[src/rtl/mips_pkg.sv]
// Shared MIPS core definitions: next-PC select codes, opcode/funct values,
// reset PC and the fetch FSM state type.
package mips_pkg;

   localparam logic [2:0] NPC_PC4 = 3'b000;
   localparam logic [2:0] NPC_BEQ = 3'b001;
   localparam logic [2:0] NPC_JAL = 3'b010;
   localparam logic [2:0] NPC_J   = 3'b011;
   localparam logic [2:0] NPC_JR  = 3'b100;

   localparam logic [5:0] OP_SPECIAL = 6'h00;
   localparam logic [5:0] OP_J       = 6'h02;
   localparam logic [5:0] OP_JAL     = 6'h03;
   localparam logic [5:0] OP_BEQ     = 6'h04;
   localparam logic [5:0] OP_ORI     = 6'h0d;
   localparam logic [5:0] OP_LUI     = 6'h0f;
   localparam logic [5:0] OP_LW      = 6'h23;
   localparam logic [5:0] OP_SW      = 6'h2b;

   localparam logic [5:0] FUNCT_JR   = 6'h08;
   localparam logic [5:0] FUNCT_ADDU = 6'h21;
   localparam logic [5:0] FUNCT_SUBU = 6'h23;

   localparam logic [31:0] DEFAULT_RESET_PC = 32'h0000_3000;

   typedef enum logic [1:0] {
      ST_RST   = 2'd0,
      ST_FETCH = 2'd1,
      ST_EXEC  = 2'd2,
      ST_HALT  = 2'd3
   } ifu_state_t;

endpackage

[src/rtl/npc.sv]
// Combinational next-PC calculator: zero latency, no handshake.
// Flags a misaligned result (only reachable through JR).
module npc
   import mips_pkg::*;
(
   input  logic [31:0] pc,
   input  logic [25:0] instr_idx,
   input  logic [2:0]  npc_sel,
   input  logic        zero,
   input  logic [31:0] jr_target,
   output logic [31:0] next_pc,
   output logic        misaligned
);

   logic [31:0] pc4;
   logic [31:0] br_off;

   assign pc4    = pc + 32'd4;
   assign br_off = {{14{instr_idx[15]}}, instr_idx[15:0], 2'b00};

   always_comb begin
      next_pc = pc4;
      case (npc_sel)
         NPC_BEQ:        if (zero) next_pc = pc4 + br_off;
         NPC_JAL, NPC_J: next_pc = {pc4[31:28], instr_idx, 2'b00};
         NPC_JR:         next_pc = jr_target;
         default:        next_pc = pc4;
      endcase
   end

   assign misaligned = |next_pc[1:0];

endmodule

[src/rtl/ifu.sv]
// Instruction fetch unit: FETCH holds req/addr until imem_rdy, EXEC holds pc/instr until commit.
// Zero-wait loop is 2 cycles per instruction; a misaligned target halts until reset.
module ifu
   import mips_pkg::*;
#(
   parameter logic [31:0] RESET_PC = DEFAULT_RESET_PC
)(
   input  logic        clk,
   input  logic        reset,
   input  logic [2:0]  npc_sel,
   input  logic        zero,
   input  logic [31:0] jr_target,
   input  logic        commit,
   output logic        imem_req,
   output logic [31:0] imem_addr,
   input  logic        imem_rdy,
   input  logic [31:0] imem_rdata,
   output logic [31:0] instr,
   output logic [31:0] pc,
   output logic [31:0] pc_plus4,
   output logic        instr_valid,
   output logic        fault
);

   ifu_state_t  state;
   ifu_state_t  state_nxt;
   logic [31:0] next_pc;
   logic        misaligned;

   npc u_npc (
      .pc         (pc),
      .instr_idx  (instr[25:0]),
      .npc_sel    (npc_sel),
      .zero       (zero),
      .jr_target  (jr_target),
      .next_pc    (next_pc),
      .misaligned (misaligned)
   );

   always_ff @(posedge clk) begin
      if (reset) state <= ST_RST;
      else       state <= state_nxt;
   end

   always_comb begin
      state_nxt = state;
      case (state)
         ST_RST:   state_nxt = ST_FETCH;
         ST_FETCH: if (imem_rdy) state_nxt = ST_EXEC;
         ST_EXEC:  if (commit) state_nxt = misaligned ? ST_HALT : ST_FETCH;
         ST_HALT:  state_nxt = ST_HALT;
         default:  state_nxt = ST_RST;
      endcase
   end

   always_comb begin
      imem_req    = 1'b0;
      instr_valid = 1'b0;
      fault       = 1'b0;
      case (state)
         ST_FETCH: imem_req    = 1'b1;
         ST_EXEC:  instr_valid = 1'b1;
         ST_HALT:  fault       = 1'b1;
         default:  ;
      endcase
   end

   // pc only moves on a clean commit, so imem_addr is frozen for all of FETCH
   always_ff @(posedge clk) begin
      if (reset) begin
         pc    <= RESET_PC;
         instr <= '0;
      end else begin
         if (state == ST_FETCH && imem_rdy)
            instr <= imem_rdata;
         if (state == ST_EXEC && commit && !misaligned)
            pc <= next_pc;
      end
   end

   assign imem_addr = pc;
   assign pc_plus4  = pc + 32'd4;

endmodule

[config.mk]
export PLATFORM = sky130hd
export DESIGN_NAME = ifu
export DESIGN_NICKNAME = d
export VERILOG_FILES = /design/src/rtl/mips_pkg.sv /design/src/rtl/npc.sv /design/src/rtl/ifu.sv
export SDC_FILE = /design/constraint.sdc
export NUM_CORES = 1
export LEC_CHECK = 0
export CORE_ASPECT_RATIO = 0.5
export CORE_UTILIZATION = 45
export CTS_CLUSTER_DIAMETER = 120
export CTS_CLUSTER_SIZE = 16
export DETAILED_ROUTE_END_ITERATION = 6
export GPL_TIMING_DRIVEN = 0
export PLACE_DENSITY = 0.79
export REMOVE_ABC_BUFFERS = 1
export SLEW_MARGIN = 40
export SYNTH_ARGS = -nofsm -noshare
export SYNTH_HDL_FRONTEND = slang
export SYNTH_HIERARCHICAL = 1
export SYNTH_SLANG_ARGS = --single-unit
[constraint.sdc]
create_clock -name clk -period 4.6 [get_ports clk]
set_input_delay 0.69 -clock clk [delete_from_list [all_inputs] [get_ports clk]]
set_output_delay 0.69 -clock clk [all_outputs]
set_load 0.03 [all_outputs]
==> impl_metrics.ini, run 1 <==
[worst_setup_path]
cp_cell_sequence = ha_1, and3_1, and4_1, and3_2, nand3_1, xor2_2, inv_1, ha_1, nand4_1, or3_1, o21ai_0, nand2_1, xor2_1, or3_1, nand4_1, nand2_1, a21oi_1
crit_buf_inv = 1
critPathCaptureType = flop
cpPeakStageDelay_ns = 0.49
start_kind = flop
cp.required_ns = 4.87
rrSetupSlack_ns = 0.32
setup.worst_path.class = reg2reg
reg2reg_depth = 17
critPathArrivalTime_ns = 4.55
crit_path_top_delay_cell = dfxtp_2
crit_fanout = 14
critPathTopFamily = simple AND/OR/NAND/NOR gates
reg2reg_from = imem_addr[2]
r2r-end = imem_addr[31]

[global_route]
grt_pass1_wl_um = 31400
grt_max_degree = 35
antenna_found_initial = 0
grt_overflow = 0
grt_pass1_vias = 6345
grt_usage = 0.274

[synth]
synth_area_per_cell_um2 = 7.18
synthesis.area_mm2 = 0.00614
synth_area_leader_cell = dfxtp_1
ys_top_cells_by_area = dfxtp_1 22%, nand2_1 11%, a21oi_1 8.1%
synth_edf_count = 0
synth-async-reset-ratio = 0
ys_types = 68
synthFlopType = dfxtp_1
yosysWarningCount = 6
ys_ff_latch = 66
syn_inst = 855
yosysSeqAreaShare = 0.215
synth.most_common_cell = nand2_1
post-synth-top-area-fraction = 0.215
synth_common_cells = 180 x nand2_1, 100 x a21oi_1, 66 x dfxtp_1, 56 x xnor2_1, 48 x nor2_1

[placed_design]
place_hpwl_um = 14500
numPortBuffers = 202
gp_congestion = 0.949
placed_cell_area_mm2 = 0.00804

[cts]
clkSinkCount = 66
clock-root-buffer = clkbuf_16
hold_buffers = 0
cts_tree = done
htreeDepth = 3
path_clk_slew_ns = 0.06
cts_inserted_buffers = 9
clock_latency_ns = 0.34
post-cts-setup-buffers = 0
clock_path_buffers = 2

[finish]
syn_to_final_growth_pct = 36.5
antenna_cells = 0
finalInstanceArea_mm2 = 0.00838
nNetsFinal = 1102
drive_above_1_share = 0.0661

[floorplan]
core-area_mm2 = 0.0130
die_h_um = 84.6
initial_core_util = 0.473
rows = 29
die_w_um = 167
die_area_mm2 = 0.0141
ioPinCount = 203

[detailed_routing]
drc = 0
wire_per_inst_um = 16.7
vias = 6688
drtIter0Drc = 617
dr.pass1.iters = 6
viasPerCell = 5.72
antenna_left = 0
routed_wl_um = 19500

[min_path]
hold_depth = 2
hp-start = instr[31]
hold_class = reg2reg
hold_end = instr[31]

[sta]
finalMaxSlewViolations = 0
hold_violations = 0
fmax_ghz = 0.234
worst_slew_pin_slew_ns = 0.821
fin_crit_sh = 0.930
clock_skew_ns = 0.00871
max_slew_margin = 0.451
fin_crit_ns = 4.28
rsz0062_at_grt = false
setup_viol = 0

[status]
status = complete, no violations

[power]
total_power_uw = 1750
p_leak_uw = 0.00316
ir_drop_mv = 0.184
p_per_area_mw_per_mm2 = 209

[run]
cap_violations = 0
[cell type report]
cell class              instances  area [um^2]
well taps                     170          213
repair buffers                206         2080
flip-flops and latches         66         1330
fillers                      1149         4610
inverters                      20         75.1
clock inverters                 7         98.8
clock buffers                   9          225
multi-input cells             691         4360
[layout by cell type (no fill, tap or decap), types with 3 or more instances in the layout]
cell	n
clkdlybuf4s50_1	200
nand2_1	180
a21oi_1	100
dfxtp_1	59
xnor2_1	56
nor2_1	46
ha_1	35
nand3_1	31
o21ai_0	29
xor2_1	23
inv_1	20
nand4_1	15
a222oi_1	15
and3_1	13
a21o_1	13
nand2b_1	9
clkbuf_16	9
nor2b_1	8
o22ai_1	8
and4_1	7
or2_2	7
dfxtp_2	7
o21a_1	7
o22a_1	6
a31oi_1	6
nor3_1	4
o211ai_1	4
o21ai_1	4
or3_1	4
a211oi_1	4
and2_1	3
inv_6	3
[cells by family after synthesis]
family | after synthesis | synth area share
and+or+nand+nor | 351 | 0.277
AOI/OAI and AO/OA | 223 | 0.235
buffers and inverters | 98 | 0.0821
xor gates and xnor gates | 81 | 0.117
DFF | 66 | 0.215
adders and majority gates | 36 | 0.0746
[registers in the layout, summed over array words and instances, names as in the netlist]
name and cells:
imem_addr 32, state 2, instr 32
[layer usage]
metal	up-vias	share of wire	track usage
met1	3133	0.43	0.354
li1	3255	-	-
met4	0	0.012	0.0717
met5	-	0	0
met2	278	0.47	0.461
met3	22	0.086	0.0651
[repair_timing]
item | 4_1_cts | 5_1_grt
hold endpoints to repair | 0 | 0
endpoints found under the setup margin | 0 | 5
resized for setup | 0 | 8
[worst min-delay path, cell delays in order, from the launching register on]
cell,delay [ns]
dfxtp_1,0.31
nand2_1,0.05
a21oi_1,0.05
[power by group]
part	internal (uW)	leakage (uW)	switching (uW)
Combinational	168	0.00246	205
Clock	479	0.000157	284
Sequential	590	0.000539	26.7
Total	1240	0.00316	516
[how the worst max path moves through the flow]
stage | startpoint | to | slack (ns) | depth (start not counted)
floorplan | imem_addr[4] | imem_addr[31] | 0.36 | 17
global placement | npc_sel[1] | imem_addr[13] | -0.88 | 9
detailed placement | imem_addr[2] | imem_addr[31] | 0.11 | 17
CTS | imem_addr[2] | imem_addr[31] | 0.10 | 17
global route | imem_addr[2] | imem_addr[31] | 0.03 | 17
finish | imem_addr[2] | imem_addr[31] | 0.32 | 17
[stage by stage]
stage | std cells | hold WS, ns | worst slack (ns) | util | TNS (ns)
after floorplan | 777 | 0.483 | 0.357 | - | 0
after global placement | 1149 | 0.442 | -0.885 | 0.612 | -25.46
after detailed placement | 1153 | 0.446 | 0.115 | 0.619 | 0
after CTS | 1169 | 0.455 | 0.102 | 0.644 | 0
after global routing | 1169 | 0.486 | 0.0342 | 0.645 | 0
final | 1169 | 0.454 | 0.320 | 0.645 | 0
Note: power is estimated with default switching activity, not from simulation.
==> run 2, diff against run 1 <==
Settings changed: GPL_TIMING_DRIVEN 0 to not set, SKIP_CTS_REPAIR_TIMING set to 1.
==> run 2 against run 1 <==
Net effect: combinational power increased by 2%; flip-flop and latch count is the same; routed wire length grew 0.72%; die area did not move; clock-buffer cell count stayed put; critical path depth did not move; final cell count grew 2.0%; clock skew decreased by 0.0022 ns; sequential share of layout area decreased by 0.20 points; setup slack improved by 0.21 ns; final area increased by 0.60%; first-iteration DRC count is 1.3% lower; critical endpoint is now imem_addr[23].
==> impl_metrics.ini, run 2 (synthesis gave the netlist of run 1 again) <==
[status]
status = complete, no violations

[detailed_routing]
antenna_left = 0
drtIter0Drc = 609
vias = 6806
drc = 0
dr.pass1.iters = 7
wire_per_inst_um = 16.5
viasPerCell = 5.71
routed_wl_um = 19700

[sta]
rsz0062_at_grt = false
setup_viol = 0
hold_violations = 0
clock_skew_ns = 0.00649
max_slew_margin = 0.493
fin_crit_sh = 0.884
worst_slew_pin_slew_ns = 0.754
finalMaxSlewViolations = 0
fin_crit_ns = 4.07
fmax_ghz = 0.246
hold_ws_ns = 0.454
tns_ns = 0

[finish]
antenna_cells = 0
drive_above_1_share = 0.0734
mostFrequentLayoutCells = 201 x clkdlybuf4s50_1, 180 x nand2_1, 100 x a21oi_1, 66 x dfxtp_1, 56 x xnor2_1
nNetsFinal = 1125
final_common_cell = clkdlybuf4s50_1
final_util = 0.649
syn_to_final_growth_pct = 37.3
instances_no_fill = 1192

[placed_design]
gp_congestion = 0.978
numPortBuffers = 202
dp_cells = 1176
place_hpwl_um = 15000

[floorplan]
die_h_um = 84.6
ioPinCount = 203
core-area_mm2 = 0.0130
die_area_mm2 = 0.0141
rows = 29
die_w_um = 167
initial_core_util = 0.473

[worst_setup_path]
setup.worst_path.class = reg2reg
critPathTopFamily = compound AO/OA/AOI/OAI gates
crit_path_top_delay_cell = a211oi_4
crit_buf_inv = 0
critPathArrivalTime_ns = 4.33
critPathCaptureType = flop
crit_start = imem_addr[4]
cp_cell_sequence = and4_1, and3_1, and4_1, xor2_1, ha_1, a21o_1, a31oi_1, a2bb2oi_1, nor2_1, a211oi_4, nor2_1, a311oi_1, xnor2_1, o21ai_1, a21oi_1, nand2_1, a21oi_1
cpPeakStageDelay_ns = 0.39
crit_fanout = 5
cp.required_ns = 4.86
start_kind = flop
reg2reg_from = imem_addr[4]

[cts]
htreeDepth = 3
path_clk_slew_ns = 0.06
cts_inserted_buffers = 9
clkSinkCount = 66
clock_latency_ns = 0.33
cts_tree = done
clock_path_buffers = 2
clock-root-buffer = clkbuf_16

[global_route]
grt_pass1_vias = 6442
grt_pass1_wl_um = 31900
grt_max_degree = 67
antenna_found_initial = 0
grt_usage = 0.277
grt_overflow = 0

[power]
p_leak_uw = 0.00323
ir_drop_mv = 0.157
p_per_area_mw_per_mm2 = 196
total_power_uw = 1650

[run]
cap_violations = 0

[min_path]
hold_class = reg2reg
hp-start = instr[31]
## run 2: path summary, 6_finish.rpt
path | endpoint | slack (ns) | depth (start not counted)
hold reg to reg | instr[31] | 0.45 | 2
setup reg to reg | imem_addr[23] | 0.53 | 17
hold / removal | instr[31] | 0.45 | 2
setup / recovery | imem_addr[23] | 0.53 | 17
## run 2: area by class of cell
| type | instances | area, um^2 |
|---|---|---|
| Fill cell | 1119 | 4560 |
| Clock buffer | 9 | 225 |
| Clock inverter | 7 | 60.1 |
| Sequential cell | 66 | 1320 |
| Tap cell | 170 | 213 |
| Timing Repair Buffer | 229 | 2220 |
| Multi-Input combinational cell | 691 | 4320 |
| Inverter | 20 | 75.1 |
## run 2: where the power goes
| part | total, uW | switching, uW | leakage [uW] | internal (uW) |
|---|---|---|---|---|
| clock network | 661 | 287 | 0.000131 | 374 |
| registers | 611 | 22.0 | 0.000535 | 590 |
| logic | 380 | 209 | 0.00256 | 171 |
## run 2: routing by layer
| layer | track usage | routed length (um) |
|---|---|---|
| met4 | 0.0626 | 222 |
| met2 | 0.472 | 9210 |
| met3 | 0.0627 | 1750 |
| met5 | 0 | 0 |
| met1 | 0.358 | 8470 |
## run 2: worst reg2reg max path: stages (launching register included)
cell and delay [ns]:
dfxtp_1 0.33, and4_1 0.26, and3_1 0.23, and4_1 0.34
xor2_1 0.25, ha_1 0.33, a21o_1 0.23, a31oi_1 0.21
a2bb2oi_1 0.18, nor2_1 0.09, a211oi_4 0.39, nor2_1 0.15
a311oi_1 0.39, xnor2_1 0.19, o21ai_1 0.10, a21oi_1 0.15
nand2_1 0.07, a21oi_1 0.12
## run 2: metrics by stage
stage / setup slack [ns] / area [um^2]
after global routing: 0.182 / 8430
after detailed placement: 0.580 / 8150
after floorplan: 0.357 / 5710
after global placement: 0.694 / 8150
final: 0.532 / 8430
after CTS: 0.552 / 8430
